## src/rtl/temp_pkg.sv

```systemverilog
// Shared types and constants for the temperature period averager.
package temp_pkg;

    typedef logic [7:0] temp_code_t;

    typedef enum logic {
        SYNC  = 1'b0,
        ACCUM = 1'b1
    } avg_state_e;

    localparam temp_code_t SAT_CODE_DEF = 8'hFF;

endpackage

```

## src/rtl/temp_restart_det.sv

```systemverilog
// Detects a restart of the upstream ramp counter and presents the period sample
// (the counter value just before the restart).
module temp_restart_det
    import temp_pkg::*;
(
    input  logic       clk,
    input  logic       rst_n,
    input  logic       en,
    input  temp_code_t count_in,
    output logic       restart,
    output temp_code_t sample
);

    temp_code_t prev_cnt_r;

    // Previous counter value, tracked every cycle regardless of enable
    always_ff @(posedge clk or negedge rst_n) begin
        if (!rst_n) begin
            prev_cnt_r <= 8'd0;
        end else begin
            prev_cnt_r <= count_in;
        end
    end

    // A backwards step is a restart; a natural 255->0 wrap counts too
    assign restart = en && (count_in < prev_cnt_r);
    assign sample  = prev_cnt_r;

endmodule

```

## src/rtl/temp_period_avg.sv

```systemverilog
// Averages 2^AVG_LOG2 ramp-period samples into an 8-bit temperature code on a
// valid/ready handshake. Optional hot alarm with hysteresis under TEMP_ALARM_EN.
module temp_period_avg
    import temp_pkg::*;
#(
    parameter int unsigned AVG_LOG2 = 2,
    parameter temp_code_t  SAT_CODE = SAT_CODE_DEF
`ifdef TEMP_ALARM_EN
    ,
    parameter temp_code_t  ALARM_HI = 8'd200,
    parameter temp_code_t  ALARM_LO = 8'd180
`endif
) (
    input  logic       clk,
    input  logic       rst_n,
    input  logic       en,
    input  logic [7:0] count_in,
    output logic [7:0] temp_code,
    output logic       temp_valid,
    input  logic       temp_ready,
    output logic       sat_flag,
    output logic       overrun,
    input  logic       clr_flags
`ifdef TEMP_ALARM_EN
    ,
    output logic       alarm
`endif
);

    localparam int unsigned ACC_W = 8 + AVG_LOG2;
    localparam int unsigned N_W   = (AVG_LOG2 == 0) ? 1 : AVG_LOG2;
    localparam logic [N_W-1:0] N_LAST = N_W'((32'd1 << AVG_LOG2) - 32'd1);

    logic             restart_s;
    temp_code_t       sample_s;
    avg_state_e       state_r;
    avg_state_e       state_nxt_s;
    logic [ACC_W-1:0] acc_r;
    logic [ACC_W-1:0] acc_nxt_s;
    logic [ACC_W-1:0] sum_s;
    logic [N_W-1:0]   n_r;
    logic [N_W-1:0]   n_nxt_s;
    logic             load_s;
    temp_code_t       result_s;
    logic             sat_set_s;
    logic             ovr_set_s;
    temp_code_t       temp_code_r;
    logic             temp_valid_r;
    logic             sat_flag_r;
    logic             overrun_r;

    temp_restart_det u_restart_det (
        .clk      (clk),
        .rst_n    (rst_n),
        .en       (en),
        .count_in (count_in),
        .restart  (restart_s),
        .sample   (sample_s)
    );

    assign sum_s    = acc_r + ACC_W'(sample_s);
    assign result_s = temp_code_t'(sum_s >> AVG_LOG2);

    // Next-state and accumulator update; the last sample of a block loads the result
    always_comb begin
        state_nxt_s = state_r;
        acc_nxt_s   = acc_r;
        n_nxt_s     = n_r;
        load_s      = 1'b0;
        if (!en) begin
            state_nxt_s = SYNC;
            acc_nxt_s   = '0;
            n_nxt_s     = '0;
        end else begin
            case (state_r)
                SYNC: begin
                    // The first restart only aligns us; its partial period is dropped
                    if (restart_s) begin
                        state_nxt_s = ACCUM;
                        acc_nxt_s   = '0;
                        n_nxt_s     = '0;
                    end else begin
                        state_nxt_s = SYNC;
                    end
                end
                ACCUM: begin
                    if (restart_s) begin
                        if (n_r == N_LAST) begin
                            load_s    = 1'b1;
                            acc_nxt_s = '0;
                            n_nxt_s   = '0;
                        end else begin
                            acc_nxt_s = sum_s;
                            n_nxt_s   = n_r + N_W'(1);
                        end
                    end else begin
                        state_nxt_s = ACCUM;
                    end
                end
                default: begin
                    state_nxt_s = SYNC;
                    acc_nxt_s   = '0;
                    n_nxt_s     = '0;
                end
            endcase
        end
    end

    // FSM state and accumulator registers
    always_ff @(posedge clk or negedge rst_n) begin
        if (!rst_n) begin
            state_r <= SYNC;
            acc_r   <= '0;
            n_r     <= '0;
        end else begin
            state_r <= state_nxt_s;
            acc_r   <= acc_nxt_s;
            n_r     <= n_nxt_s;
        end
    end

    // Result register and valid/ready handshake; a new result always loads
    always_ff @(posedge clk or negedge rst_n) begin
        if (!rst_n) begin
            temp_code_r  <= 8'd0;
            temp_valid_r <= 1'b0;
        end else if (load_s) begin
            temp_code_r  <= result_s;
            temp_valid_r <= 1'b1;
        end else if (temp_valid_r && temp_ready) begin
            temp_valid_r <= 1'b0;
        end else begin
            temp_valid_r <= temp_valid_r;
        end
    end

    assign sat_set_s = restart_s && (sample_s == SAT_CODE);
    assign ovr_set_s = load_s && temp_valid_r && !temp_ready;

    // Sticky status flags; a set in the same cycle as a clear wins
    always_ff @(posedge clk or negedge rst_n) begin
        if (!rst_n) begin
            sat_flag_r <= 1'b0;
            overrun_r  <= 1'b0;
        end else begin
            if (sat_set_s) begin
                sat_flag_r <= 1'b1;
            end else if (clr_flags) begin
                sat_flag_r <= 1'b0;
            end else begin
                sat_flag_r <= sat_flag_r;
            end
            if (ovr_set_s) begin
                overrun_r <= 1'b1;
            end else if (clr_flags) begin
                overrun_r <= 1'b0;
            end else begin
                overrun_r <= overrun_r;
            end
        end
    end

`ifdef TEMP_ALARM_EN
    logic alarm_r;

    // Hot alarm with hysteresis: short period means hot
    always_ff @(posedge clk or negedge rst_n) begin
        if (!rst_n) begin
            alarm_r <= 1'b0;
        end else if (load_s && (result_s < ALARM_LO)) begin
            alarm_r <= 1'b1;
        end else if (load_s && (result_s > ALARM_HI)) begin
            alarm_r <= 1'b0;
        end else begin
            alarm_r <= alarm_r;
        end
    end

    assign alarm = alarm_r;
`endif

    assign temp_code  = temp_code_r;
    assign temp_valid = temp_valid_r;
    assign sat_flag   = sat_flag_r;
    assign overrun    = overrun_r;

endmodule

```

## config.mk

```make
export PLATFORM = sky130hd
export DESIGN_NAME = temp_period_avg
export DESIGN_NICKNAME = d
export VERILOG_FILES = /design/src/rtl/temp_pkg.sv /design/src/rtl/temp_restart_det.sv /design/src/rtl/temp_period_avg.sv
export SDC_FILE = /design/constraint.sdc
export NUM_CORES = 1
export LEC_CHECK = 0
export BUFFER_PORTS_ARGS = -buffer_cell sky130_fd_sc_hd__buf_2
export CAP_MARGIN = 0
export CORE_MARGIN = 2
export CORE_UTILIZATION = 35
export CTS_CLUSTER_SIZE = 8
export DETAILED_ROUTE_END_ITERATION = 10
export PLACE_DENSITY = 0.54
export RECOVER_POWER = 50
export SLEW_MARGIN = 20
export SYNTH_ARGS = -nofsm -noshare
export SYNTH_HDL_FRONTEND = slang
export SYNTH_SLANG_ARGS = --single-unit
export TNS_END_PERCENT = 50
```

## constraint.sdc

```tcl
create_clock -name clk -period 2.2 [get_ports clk]
set_input_delay 0.22 -clock clk [delete_from_list [all_inputs] [get_ports clk]]
set_output_delay 0.22 -clock clk [all_outputs]
set_load 0.01 [all_outputs]
```

# Word-level counts from Yosys, hierarchy flattened
# Cells that the tools add are included.
# totals
register_bits	32
inputBits	13
out_inout_bits	11
# op_classes
add_sub_neg	2
n_lt_le_gt_ge	1
n_eq_ne	4
muxes	22
bitwise	1
n_reduce_logical	10
# ops
op	n
10-bit 2-to-1 mux	4
10-bit one-hot mux with 2 select lines	1
1-bit 2-to-1 mux	11
10-bit by 8-bit adder with 10-bit output	1
8-bit == test, second input constant	1
8-bit less-than comparator	1
2-bit 2-to-1 mux	4
3-bit != test, second input constant	2
2-bit nonzero test	3
1-bit logical AND	5
2-bit one-hot mux with 2 select lines	1
2-bit by 1-bit adder with 2-bit output, second input constant	1
2-bit == test, second input constant	1
1-bit one-hot mux with 2 select lines	1
2-bit AND reduction	1
1-bit zero test	1
1-bit inverter	1

# Logic depth before layout (Yosys ltp)
# Gate-level depths: netlist of run 1.
# depth
word_depth	8
mapped_depth	8
depth_no_buf	8

# Modules after synthesis
# A second synthesis of run 1 with hierarchy kept.
# hier_totals
hier_cells	177
hier_area_um2	1783.0
# modules_own_cells
module	n_inst	cells_each	area_each_um2	seq_area_each_um2
temp_period_avg	1	143	1398.8	600.6
temp_restart_det	1	34	384.1	200.2

# Least setup slack after synthesis of run 1
# No wires, ideal clock.
# synth_timing
path_kind	reg2reg
startpoint	register u_restart_det.prev_cnt_r[3] (netlist: u_restart_det.sample[3])
endpoint	register temp_code_r[0] (netlist: temp_code[0])
setup_time_ns	0.125
t_arrival_ns	1.960
required_ns	2.075
path_slack_ns	0.116
path_stages_with_launch	8
synth_period_minus_slack_ns	2.084
path_cell_list	dfrtp_1 -> inv_1 -> ha_1 -> a211oi_2 -> o21ai_1 -> a221o_2 -> nor2_4 -> mux2_2
# synth_between
elab_chain_cells	5
# synth_rtl
element	line	rtl
from (decl)	temp_restart_det.sv:14	temp_code_t prev_cnt_r;
from (signal assigned)	temp_restart_det.sv:21	prev_cnt_r <= count_in;
8-bit less-than comparator	temp_restart_det.sv:26	assign restart = en && (count_in < prev_cnt_r);
1-bit logical AND	temp_restart_det.sv:26	
1-bit 2-to-1 mux	temp_period_avg.sv:87	if (restart_s) begin
1-bit 2-to-1 mux	temp_period_avg.sv:75	case (state_r)
1-bit 2-to-1 mux	temp_period_avg.sv:70	if (!en) begin
to (signal assigned)	temp_period_avg.sv:128	temp_code_r <= result_s;
to (decl)	temp_period_avg.sv:47	temp_code_t temp_code_r;
# No other way between the ends.
# A chain may end at the register's enable or synchronous reset.

# Worst setup path after layout of run 1
# layout_timing
startpoint	register u_restart_det.prev_cnt_r[3] (netlist: u_restart_det.sample[3])
endpoint	register acc_r[1]
# layout_between
elab_chain_cells	4
word_cells_on_any_way	5
cone_classes	order compare: 1; eq/ne: 2; reduce/logical: 2
# layout_rtl
element	line	rtl
8-bit less-than comparator *	temp_restart_det.sv:26	
1-bit logical AND *	temp_restart_det.sv:26	
3-bit != test (no source line)	--	
2-bit AND reduction (no source line) *	--	
to (signal assigned)	temp_period_avg.sv:117	acc_r <= acc_nxt_s;
to (decl)	temp_period_avg.sv:38	logic [ACC_W-1:0] acc_r;
# Mark *: on every way between the ends. The rest lies on a longest branch, timed or not.

==> results of run 1 <==
-- logic make-up after synthesis --
| family | share of synthesized area [%] |
|---|---|
| fa+ha+maj | 12.07 |
| mux | 4.321 |
| flops | 43.90 |
| buf+inv | 4.183 |
| xor+xnor | 2.400 |
| compound gates | 18.24 |
| simple gates | 14.88 |
-- how the worst min path moves through the flow --
stage          slack (ns)        start                           endpoint
6_report             0.06  count_in[7]  u_restart_det.sample[7]$_DFF_PN0_
5_1_grt              0.05  count_in[1]  u_restart_det.sample[1]$_DFF_PN0_
4_1_cts             0.008        rst_n             temp_valid$_DFFE_PN0P_
3_5_place_dp         0.33        rst_n  u_restart_det.sample[0]$_DFF_PN0_
3_3_place_gp         0.30        rst_n  u_restart_det.sample[0]$_DFF_PN0_
2_1_floorplan       -0.08        rst_n               acc_r[0]$_DFFE_PN0P_
-- flip-flops by register name, summed over array words and instances, names as in the netlist --
name,count
sat_flag,1
overrun,1
temp_valid,1
temp_code,8
state_r,1
n_r,2
u_restart_det.sample,8
acc_r,10
-- cells in the mapped netlist, drive strengths merged (2+ instances only) --
cell,number,area share [%]
nand2,11,2.3
nand3,7,1.9
a21boi,5,2.1
clkbuf,4,0.82
o21ai,3,0.82
o2111a,2,1.2
o21a,3,1.2
buf,2,0.89
a41o,3,1.6
ha,16,11
and3,4,1.6
nor2,4,1.2
xnor2,4,1.9
o2111ai,2,0.96
a32o,2,1.1
a21o,6,2.5
mux2,7,4.3
nand4,4,1.4
nand2b,2,0.69
inv,12,2.5
nand3b,2,0.82
a21oi,5,1.4
o22ai,2,1.0
dfrtp,32,44
a211oi,2,1.1
nor2b,2,0.69
and4,2,0.96
or3,2,0.69
nor3b,3,1.2
-- through the flow --
stage / utilization (%) / hold WS (ns) / instances
after floorplan: - / -0.07559 / 168
after global placement: 40.06 / 0.3012 / 260
after detailed placement: 40.06 / 0.3288 / 260
after CTS: 42.41 / 0.007514 / 269
after global routing: 44.01 / 0.05074 / 271
final: 44.01 / 0.05527 / 271
-- final cells by class --
class,instances,area share (%)
Multi-Input combinational cell,118,45.15
Sequential cell,32,35.85
Timing Repair Buffer,31,8.235
Tap cell,70,3.922
Clock buffer,6,3.249
Inverter,12,2.017
Clock inverter,2,1.569
-- per-layer routing --
| layer | track usage [%] | vias up | wire [um] |
|---|---|---|---|
| met5 | 0 | - | 0 |
| met4 | 7.636 | 0 | 97 |
| met3 | 3.436 | 10 | 157 |
| met2 | 26.25 | 37 | 1924 |
| met1 | 20.89 | 713 | 2026 |
| li1 | - | 688 | - |
-- power by group through the flow --
stage / sequential [mW] / clock, mW / combinational (mW)
floorplan: 0.638 / 0 / 0.159
global placement: 0.642 / 0 / 0.227
detailed placement: 0.643 / 0 / 0.235
CTS: 0.632 / 0.575 / 0.240
global route: 0.635 / 0.610 / 0.284
finish: 0.631 / 0.563 / 0.253
-- repair_timing --
item | 4_1_cts | 5_1_grt
endpoints found under the setup margin | 12 | 13
pin swaps | 2 | 5
buffers inserted | 1 | 2
resized for setup | 1 | 16
==> results.json, run 1 <==
{
  "outcome": "finished with violations",
  "violations": "max-capacitance violations, max-slew violations",
  "cts_made_buffers": 5,
  "clk_pin_slew_worst_paths_ns": 0.07,
  "combPwrFrac_pct": 17.5,
  "slowest_delay_ns": 0.46,
  "cts.sinks": 32,
  "place_ws_ns": -0.05625,
  "final_antenna_net_count": 0,
  "min_path_type": "in -> reg",
  "ff2ff_path_depth": 8,
  "hold_viol": 0,
  "fmax_mhz": 460.3,
  "ff_latch_area_um2": 800.8,
  "cts_hold_buf": 0,
  "gp_congestion": 0.8408,
  "required_ns": 2.41,
  "stdcell_area_mm2": 0.002233,
  "synthToLayoutAreaGrowth_pct": 22.43,
  "cp-start-kind": "flop",
  "tritoncts": "built",
  "io_pins": 24,
  "layout_commonest_cell": "dfrtp_1",
  "ir_worst_vdd_uv": 460.9,
  "syn_area_mm2": 0.001824,
  "p_leak_nw": 1.096,
  "critical-path-top-delay-family": "compound AO/OA/AOI/OAI gates",
  "switchingPower_uw": 390.7,
  "final-max-slew-violation-count": 33,
  "tightest_slew_ns": 1.744,
  "grt.total_usage_pct": 16.25,
  "fill_cells": 502,
  "first_pass_iters": 4,
  "setup_ws_ns": 0.02734,
  "p_total_mw": 1.448,
  "grt_overflow": 0,
  "yosysSeqAreaShare_pct": 43.90,
  "clock_latency_ns": 0.29,
  "timing.rr.start": "u_restart_det.sample[3]$_DFF_PN0_",
  "drive_gt1_share_pct": 25.37,
  "wl_per_cell_um": 15.52,
  "drt-initial-drc-count": 57,
  "crit_slowest_cell": "a221o_2",
  "worst_slew_margin_rel_pct": -16.30,
  "fin_nets": 230,
  "synth_cell_types": 49,
  "seqPwrFrac_pct": 43.6,
  "cp-endpoint": "acc_r[1]$_DFFE_PN0P_",
  "die_h_um": 76.20,
  "drv_cap": 1,
  "ys_async_sr_fraction_pct": 100.0,
  "worstPathMaxFanout": 15,
  "viasPerCell": 5.343,
  "clkPwrFrac_pct": 38.9,
  "p_int_mw": 1.057,
  "cts_root_buf": "clkbuf_8",
  "fin_crit_sh_pct": 98.76,
  "crit_start": "u_restart_det.sample[3]$_DFF_PN0_",
  "setup_viol": 0,
  "drc": 0,
  "yosysWarnings": 0,
  "post-dp-hpwl_um": 2995,
  "syn_area_per_cell_um2": 10.86,
  "p_sw_share_pct": 26.99,
  "diodes": 0,
  "die_w_um": 76.20,
  "rows": 26,
  "cp-end-kind": "flop",
  "cts_buffer_depth": 2,
  "hold_depth": 1,
  "wl_um": 4206,
  "crit_chain": "inv_2 > ha_4 > a211oi_2 > o21ai_1 > a221o_2 > buf_8 > or3_1 > a21boi_1",
  "grt_pass1_wl_um": 7458,
  "placed_area_mm2": 0.002033,
  "cp.arrival_ns": 2.39,
  "crit_buf_inv": 2,
  "path_depth": 8,
  "vias": 1448,
  "setup_tns_ns": 0,
  "core_mm2": 0.005075,
  "htree_levels": 2,
  "synth_ff_type": "dfrtp_1",
  "synthesis.nets": 198,
  "rsz0062_at_grt": "yes",
  "p_per_area_mw_per_mm2": 648.2,
  "grt_max_degree": 33,
  "layout_common_cells": "32 x dfrtp_1, 14 x ha_1, 14 x buf_2, 11 x inv_1, 11 x nand2_1",
  "antenna_found_initial": 0,
  "ys_ff_latch": 32,
  "syn_inst": 168,
  "die_area_mm2": 0.005806,
  "synth_edf_count": 0,
  "r2r_end": "acc_r[1]$_DFFE_PN0P_",
  "io_buffers": 23,
  "start_util_pct": 35.95,
  "multiInputGateArea_mm2": 0.001008,
  "fin_crit_ns": 2.173,
  "grt_pass1_vias": 1528,
  "skew_ns": 0.01152,
  "reg2reg_slack_ns": 0.03,
  "crit_type": "reg -> reg"
}
Power figures use the tool's default switching activity.
==> inputs of run 2 (changes only) <==
Settings changed: CORE_UTILIZATION 35 to 28, PLACE_DENSITY 0.54 to 0.45.
==> run 2 against run 1 <==
- the flow still finishes with violations (max-capacitance violations, max-slew violations)
- power is 5.8% lower
- clock power fell by 17%
- via count up 1.9%
- largest power group unchanged
==> results.json, run 2 (synthesis results as in run 1) <==
{
  "layout_commonest_cell": "dfrtp_1",
  "layout_common_cells": "32 x dfrtp_1, 15 x ha_1, 15 x buf_2, 13 x buf_4, 11 x nand2_1",
  "hold_viol": 0,
  "p_per_area_mw_per_mm2": 614.1,
  "cp-start-kind": "flop",
  "cp-end-kind": "flop",
  "finalNonFillerCells": 284,
  "violations": "max-capacitance violations, max-slew violations",
  "grt_util_met1_pct": 18.72,
  "min_path_type": "in -> reg",
  "synthToLayoutAreaGrowth_pct": 21.67,
  "dp_cells": 268,
  "top_register": "acc_r",
  "tightest_slew_ns": 1.782,
  "final_util_pct": 35.16,
  "fmax_mhz": 465.0,
  "grt_pass1_wl_um": 7320,
  "fin_nets": 236,
  "rows": 29,
  "cts_root_buf": "clkbuf_8",
  "vias": 1475,
  "diodes": 0,
  "worst_slew_margin_rel_pct": -18.80,
  "drc": 0,
  "die_w_um": 84.72,
  "rsz0062_at_grt": "yes",
  "grt_pass1_vias": 1427,
  "crit_type": "reg -> reg",
  "drt-initial-drc-count": 54,
  "final_antenna_net_count": 0,
  "required_ns": 2.41,
  "htree_levels": 2,
  "setup_viol": 0,
  "p_leak_nw": 1.108,
  "clock_latency_ns": 0.28,
  "core_mm2": 0.006314,
  "post-dp-hpwl_um": 3082,
  "cts_made_buffers": 5,
  "largest_register_ffs": 10,
  "grt_max_degree": 33,
  "fin_crit_sh_pct": 97.75,
  "clk_pin_slew_worst_paths_ns": 0.07,
  "ir_worst_vdd_uv": 270.4,
  "worstPathMaxFanout": 13,
  "viasPerCell": 5.194,
  "start_util_pct": 28.89,
  "cts_hold_buf": 0,
  "final-max-slew-violation-count": 33,
  "io_pins": 24,
  "grt_overflow": 0,
  "tritoncts": "built",
  "grtUsageMet3_pct": 3.245,
  "gp_congestion": 0.8339,
  "wl_um": 4415,
  "grt.total_usage_pct": 12.90,
  "grt_busiest_layer": "met2",
  "fill_cells": 677,
  "io_buffers": 23,
  "die_area_mm2": 0.007177,
  "wl_per_cell_um": 15.55,
  "drive_gt1_share_pct": 26.57,
  "cts_buffer_depth": 2,
  "met2_usage_pct": 19.11,
  "outcome": "finished with violations",
  "first_pass_iters": 4,
  "die_h_um": 84.72,
  "fin_crit_ns": 2.150,
  "cp.arrival_ns": 2.36,
  "skew_ns": 0.004878,
  "drv_cap": 1,
  "cts.sinks": 32,
  "antenna_found_initial": 0,
  "whs_ns": 0.05938
}
run 2: cell types whose count changed in the layout (fill, tap and decap cells not counted), sizes merged:
| cell | before | now |
|---|---|---|
| buf | 22 | 29 |
| bufinv | 1 | 0 |
| clkinv | 1 | 0 |
| clkbuf | 15 | 16 |
run 2: power by group:
| group | internal [mW] | switching, mW | total (mW) |
|---|---|---|---|
| combinational | 0.116 | 0.147 | 0.263 |
| clock | 0.255 | 0.214 | 0.469 |
| sequential | 0.613 | 0.0180 | 0.631 |
run 2: path summary, 6_finish.rpt:
path | startpoint | to | slack [ns] | cells past startpoint
worst max-delay path | u_restart_det.sample[3]$_DFF_PN0_ | overrun$_DFFE_PN0P_ | 0.05 | 9
worst min-delay path | count_in[1] | u_restart_det.sample[1]$_DFF_PN0_ | 0.06 | 1
worst max register to register | u_restart_det.sample[3]$_DFF_PN0_ | overrun$_DFFE_PN0P_ | 0.05 | 9
worst min register to register | temp_code[4]$_DFFE_PN0P_ | temp_code[4]$_DFFE_PN0P_ | 0.51 | 1
max in group asynchronous | rst_n | acc_r[4]$_DFFE_PN0P_ | 0.76 | 1
min in group asynchronous | rst_n | sat_flag$_DFFE_PN0P_ | 0.41 | 1
run 2: what timing repair did:
action	4_1_cts	5_1_grt
endpoints found under the setup margin	9	9
gates resized for setup	1	6
setup buffers	2	6
pin swaps	2	4
run 2: metal layers:
| layer | share of wire [%] | wire length, um |
|---|---|---|
| met1 | 47 | 2075 |
| met2 | 47 | 2064 |
| met3 | 5.3 | 235 |
| met4 | 0.91 | 40 |
| met5 | 0 | 0 |
run 2: critical path, cell delays in order (launching register included):
cell	delay, ns
dfrtp_1	0.40
inv_2	0.07
ha_4	0.19
a211oi_2	0.20
o21ai_1	0.11
a221o_2	0.45
buf_8	0.16
buf_4	0.13
or2_1	0.24
o22ai_2	0.11
run 2: metrics by stage:
stage / instance area (um^2) / setup TNS [ns] / setup slack (ns) / power (mW)
after global routing: 2220 / -0.06265 / -0.03103 / 1.453
after detailed placement: 2049 / -0.1411 / -0.02531 / 0.8803
after floorplan: 1824 / 0 / 0.1155 / 0.7971
final: 2220 / 0 / 0.04957 / 1.363
after CTS: 2158 / 0 / 0.02537 / 1.364
after global placement: 2049 / 0 / 0.03731 / 0.8743
run 2: layout make-up:
class,count,area [um^2],share of cell area (%)
Timing Repair Buffer,37,217.7,9.808
Tap cell,77,96.34,4.340
Multi-Input combinational cell,118,969.7,43.69
Sequential cell,32,800.8,36.08
Inverter,12,45.04,2.029
Clock buffer,8,90.09,4.059
==> inputs of run 3 (changes only) <==
Settings changed: HOLD_SLACK_MARGIN from default to 0.03.
Clock period 2.2 ns to 1.7 ns, I/O delays scaled along.
==> run 3 against run 2 <==
- the run ends with negative setup slack left
- combinational power rose by 73%
- first-iteration DRC count increased by 46%
- non-clock buffer count increased by 30
- power increased by 54%
- via count rose by 6.9%
- fmax rose by 3.4%
- cell area increased by 17%
- clock power is 78% higher
- global-route usage increased by 1.5 points
- utilization is 6.1 points higher
- die area did not move
- flip-flop and latch count stayed put
- critical path type unchanged
- critical endpoint is now temp_code[0]$_DFFE_PN0P_
- largest cell class unchanged
==> results.json, run 3 (synthesis results as in run 1) <==
{
  "diodes": 0,
  "io_pins": 24,
  "grt_max_degree": 21,
  "grt_overflow": 0,
  "wl_per_cell_um": 15.27,
  "drv_cap": 0,
  "die_h_um": 84.72,
  "holdPathEnd": "u_restart_det.sample[3]$_DFF_PN0_",
  "core_mm2": 0.006314,
  "tritoncts": "built",
  "setup_viol": 24,
  "grt_pass1_wl_um": 8066,
  "cts_root_buf": "clkbuf_8",
  "fin_crit_ns": 2.079,
  "fin_crit_sh_pct": 122.3,
  "tightest_slew_ns": 1.206,
  "p_leak_nw": 1.279,
  "gp_congestion": 0.8049,
  "drc": 0,
  "worstPathMaxFanout": 8,
  "ir_worst_vdd_uv": 345.9,
  "fill_cells": 627,
  "synthToLayoutAreaGrowth_pct": 42.94,
  "final_antenna_net_count": 0,
  "layout_common_cells": "32 x dfrtp_1, 32 x buf_4, 14 x buf_2, 13 x ha_1, 11 x nand2_1",
  "outcome": "finished with violations",
  "grt.total_usage_pct": 14.43,
  "vias": 1577,
  "cts.sinks": 32,
  "min_from": "count_in[3]",
  "drive_gt1_share_pct": 37.13,
  "post-dp-hpwl_um": 3537,
  "required_ns": 1.88,
  "io_buffers": 23,
  "start_util_pct": 28.89,
  "violations": "negative setup slack",
  "setup_ws_ns": -0.3792,
  "finalNonFillerCells": 314,
  "crit_chain": "inv_2 > ha_4 > o2111a_1 > a221o_2 > nor2_4 > buf_12 > mux2_4",
  "first_pass_iters": 4,
  "slowest_delay_ns": 0.47,
  "dp_cells": 292,
  "clk_pin_slew_worst_paths_ns": 0.08,
  "largest_register_ffs": 10,
  "cp.arrival_ns": 2.25,
  "top_register": "acc_r",
  "drt-initial-drc-count": 79,
  "cp-start-kind": "flop",
  "wl_um": 4794,
  "rsz0062_at_grt": "yes",
  "antenna_found_initial": 0,
  "cts_buffer_depth": 2,
  "p_per_area_mw_per_mm2": 807.2,
  "die_area_mm2": 0.007177,
  "cp-end-kind": "flop",
  "die_w_um": 84.72,
  "rows": 29,
  "timing.rr.start": "u_restart_det.sample[4]$_DFF_PN0_",
  "critical-path-top-delay-family": "compound AO/OA/AOI/OAI gates",
  "final-max-slew-violation-count": 0,
  "crit_type": "reg -> reg",
  "cts_made_buffers": 5,
  "clock_latency_ns": 0.29,
  "ff2ff_path_depth": 7,
  "grt_pass1_vias": 1656,
  "crit_buf_inv": 2,
  "worst_slew_margin_rel_pct": 19.60,
  "hold_depth": 1,
  "htree_levels": 2,
  "hold_viol": 0,
  "crit_slowest_cell": "a221o_2",
  "fmax_mhz": 481.0,
  "skew_ns": 0.008376,
  "r2r_end": "temp_code[0]$_DFFE_PN0P_",
  "place_ws_ns": -0.4605,
  "reg2reg_slack_ns": -0.38,
  "viasPerCell": 5.022,
  "min_path_type": "in -> reg",
  "fin_nets": 266
}
## run 3: cell types whose count changed in the layout (fill, tap and decap cells not counted), sizes merged
cell         change
buf             +21
bufinv           +1
dlygate4sd3      +8
## run 3: worst register-to-register path: cells and delay by family (launching register included)
kind	cells	cell delay, ns
multiplexers	1	0.29
buffers and inverters	2	0.22
AO/OA/AOI/OAI	2	0.74
adder cells (fa/ha/maj)	1	0.19
AND/OR/NAND/NOR	1	0.13
flip-flops	1	0.40
## run 3: what timing repair did
action | CTS | global route
setup buffers | 4 | 2
pin swaps | 12 | 5
resized for setup | 13 | 7
endpoints found under the setup margin | 24 | 24
endpoints found under the hold margin | 24 | 0
hold buffers | 8 | 0
## run 3: how the worst max path moves through the flow
stage	slack [ns]	end	cells after the start	from
6_report	-0.38	temp_code[0]$_DFFE_PN0P_	7	u_restart_det.sample[4]$_DFF_PN0_
5_1_grt	-0.45	n_r[0]$_DFFE_PN0P_	7	u_restart_det.sample[4]$_DFF_PN0_
4_1_cts	-0.40	n_r[0]$_DFFE_PN0P_	8	u_restart_det.sample[3]$_DFF_PN0_
3_5_place_dp	-0.46	temp_code[5]$_DFFE_PN0P_	7	u_restart_det.sample[4]$_DFF_PN0_
3_3_place_gp	-0.44	temp_code[5]$_DFFE_PN0P_	7	u_restart_det.sample[1]$_DFF_PN0_
2_1_floorplan	-0.30	temp_code[0]$_DFFE_PN0P_	6	u_restart_det.sample[4]$_DFF_PN0_
## run 3: power breakdown
part	internal, mW	switching (mW)	leakage, nW
clock network	0.518	0.315	0.0645
logic	0.228	0.227	0.791
registers	0.792	0.0250	0.424
total	1.54	0.567	1.28
## run 3: layout make-up
| type | instances | area (um^2) | area share [%] |
|---|---|---|---|
| Tap cell | 77 | 96.34 | 3.695 |
| Sequential cell | 32 | 800.8 | 30.71 |
| Inverter | 12 | 45.04 | 1.727 |
| Clock inverter | 1 | 30.03 | 1.152 |
| Timing Repair Buffer | 67 | 478.0 | 18.33 |
| Multi-Input combinational cell | 118 | 1061 | 40.69 |
| Clock buffer | 7 | 96.34 | 3.695 |
## run 3: stage by stage
step | hold slack [ns] | instance area [um^2] | util (%) | TNS, ns | total power, mW
6_report | 0.05120 | 2608 | 41.30 | -6.973 | 2.105
5_1_grt | 0.05823 | 2608 | 41.30 | -9.240 | 2.203
4_1_cts | 0.03025 | 2575 | 40.78 | -7.124 | 2.103
3_5_place_dp | 0.1735 | 2281 | 36.13 | -7.260 | 1.218
3_3_place_gp | 0.1583 | 2281 | 36.13 | -6.289 | 1.208
2_1_floorplan | -0.1256 | 1863 | - | -3.752 | 1.039
## run 3: per-layer routing
metal  vias to the layer above  global-route usage (%)  wire length [um]
met3                         7                   3.343               176
met1                       770                   19.03              2230
met2                        33                   22.62              2321
met5                         -                       0                 0
li1                        767                       -                 -
met4                         0                   6.349                65
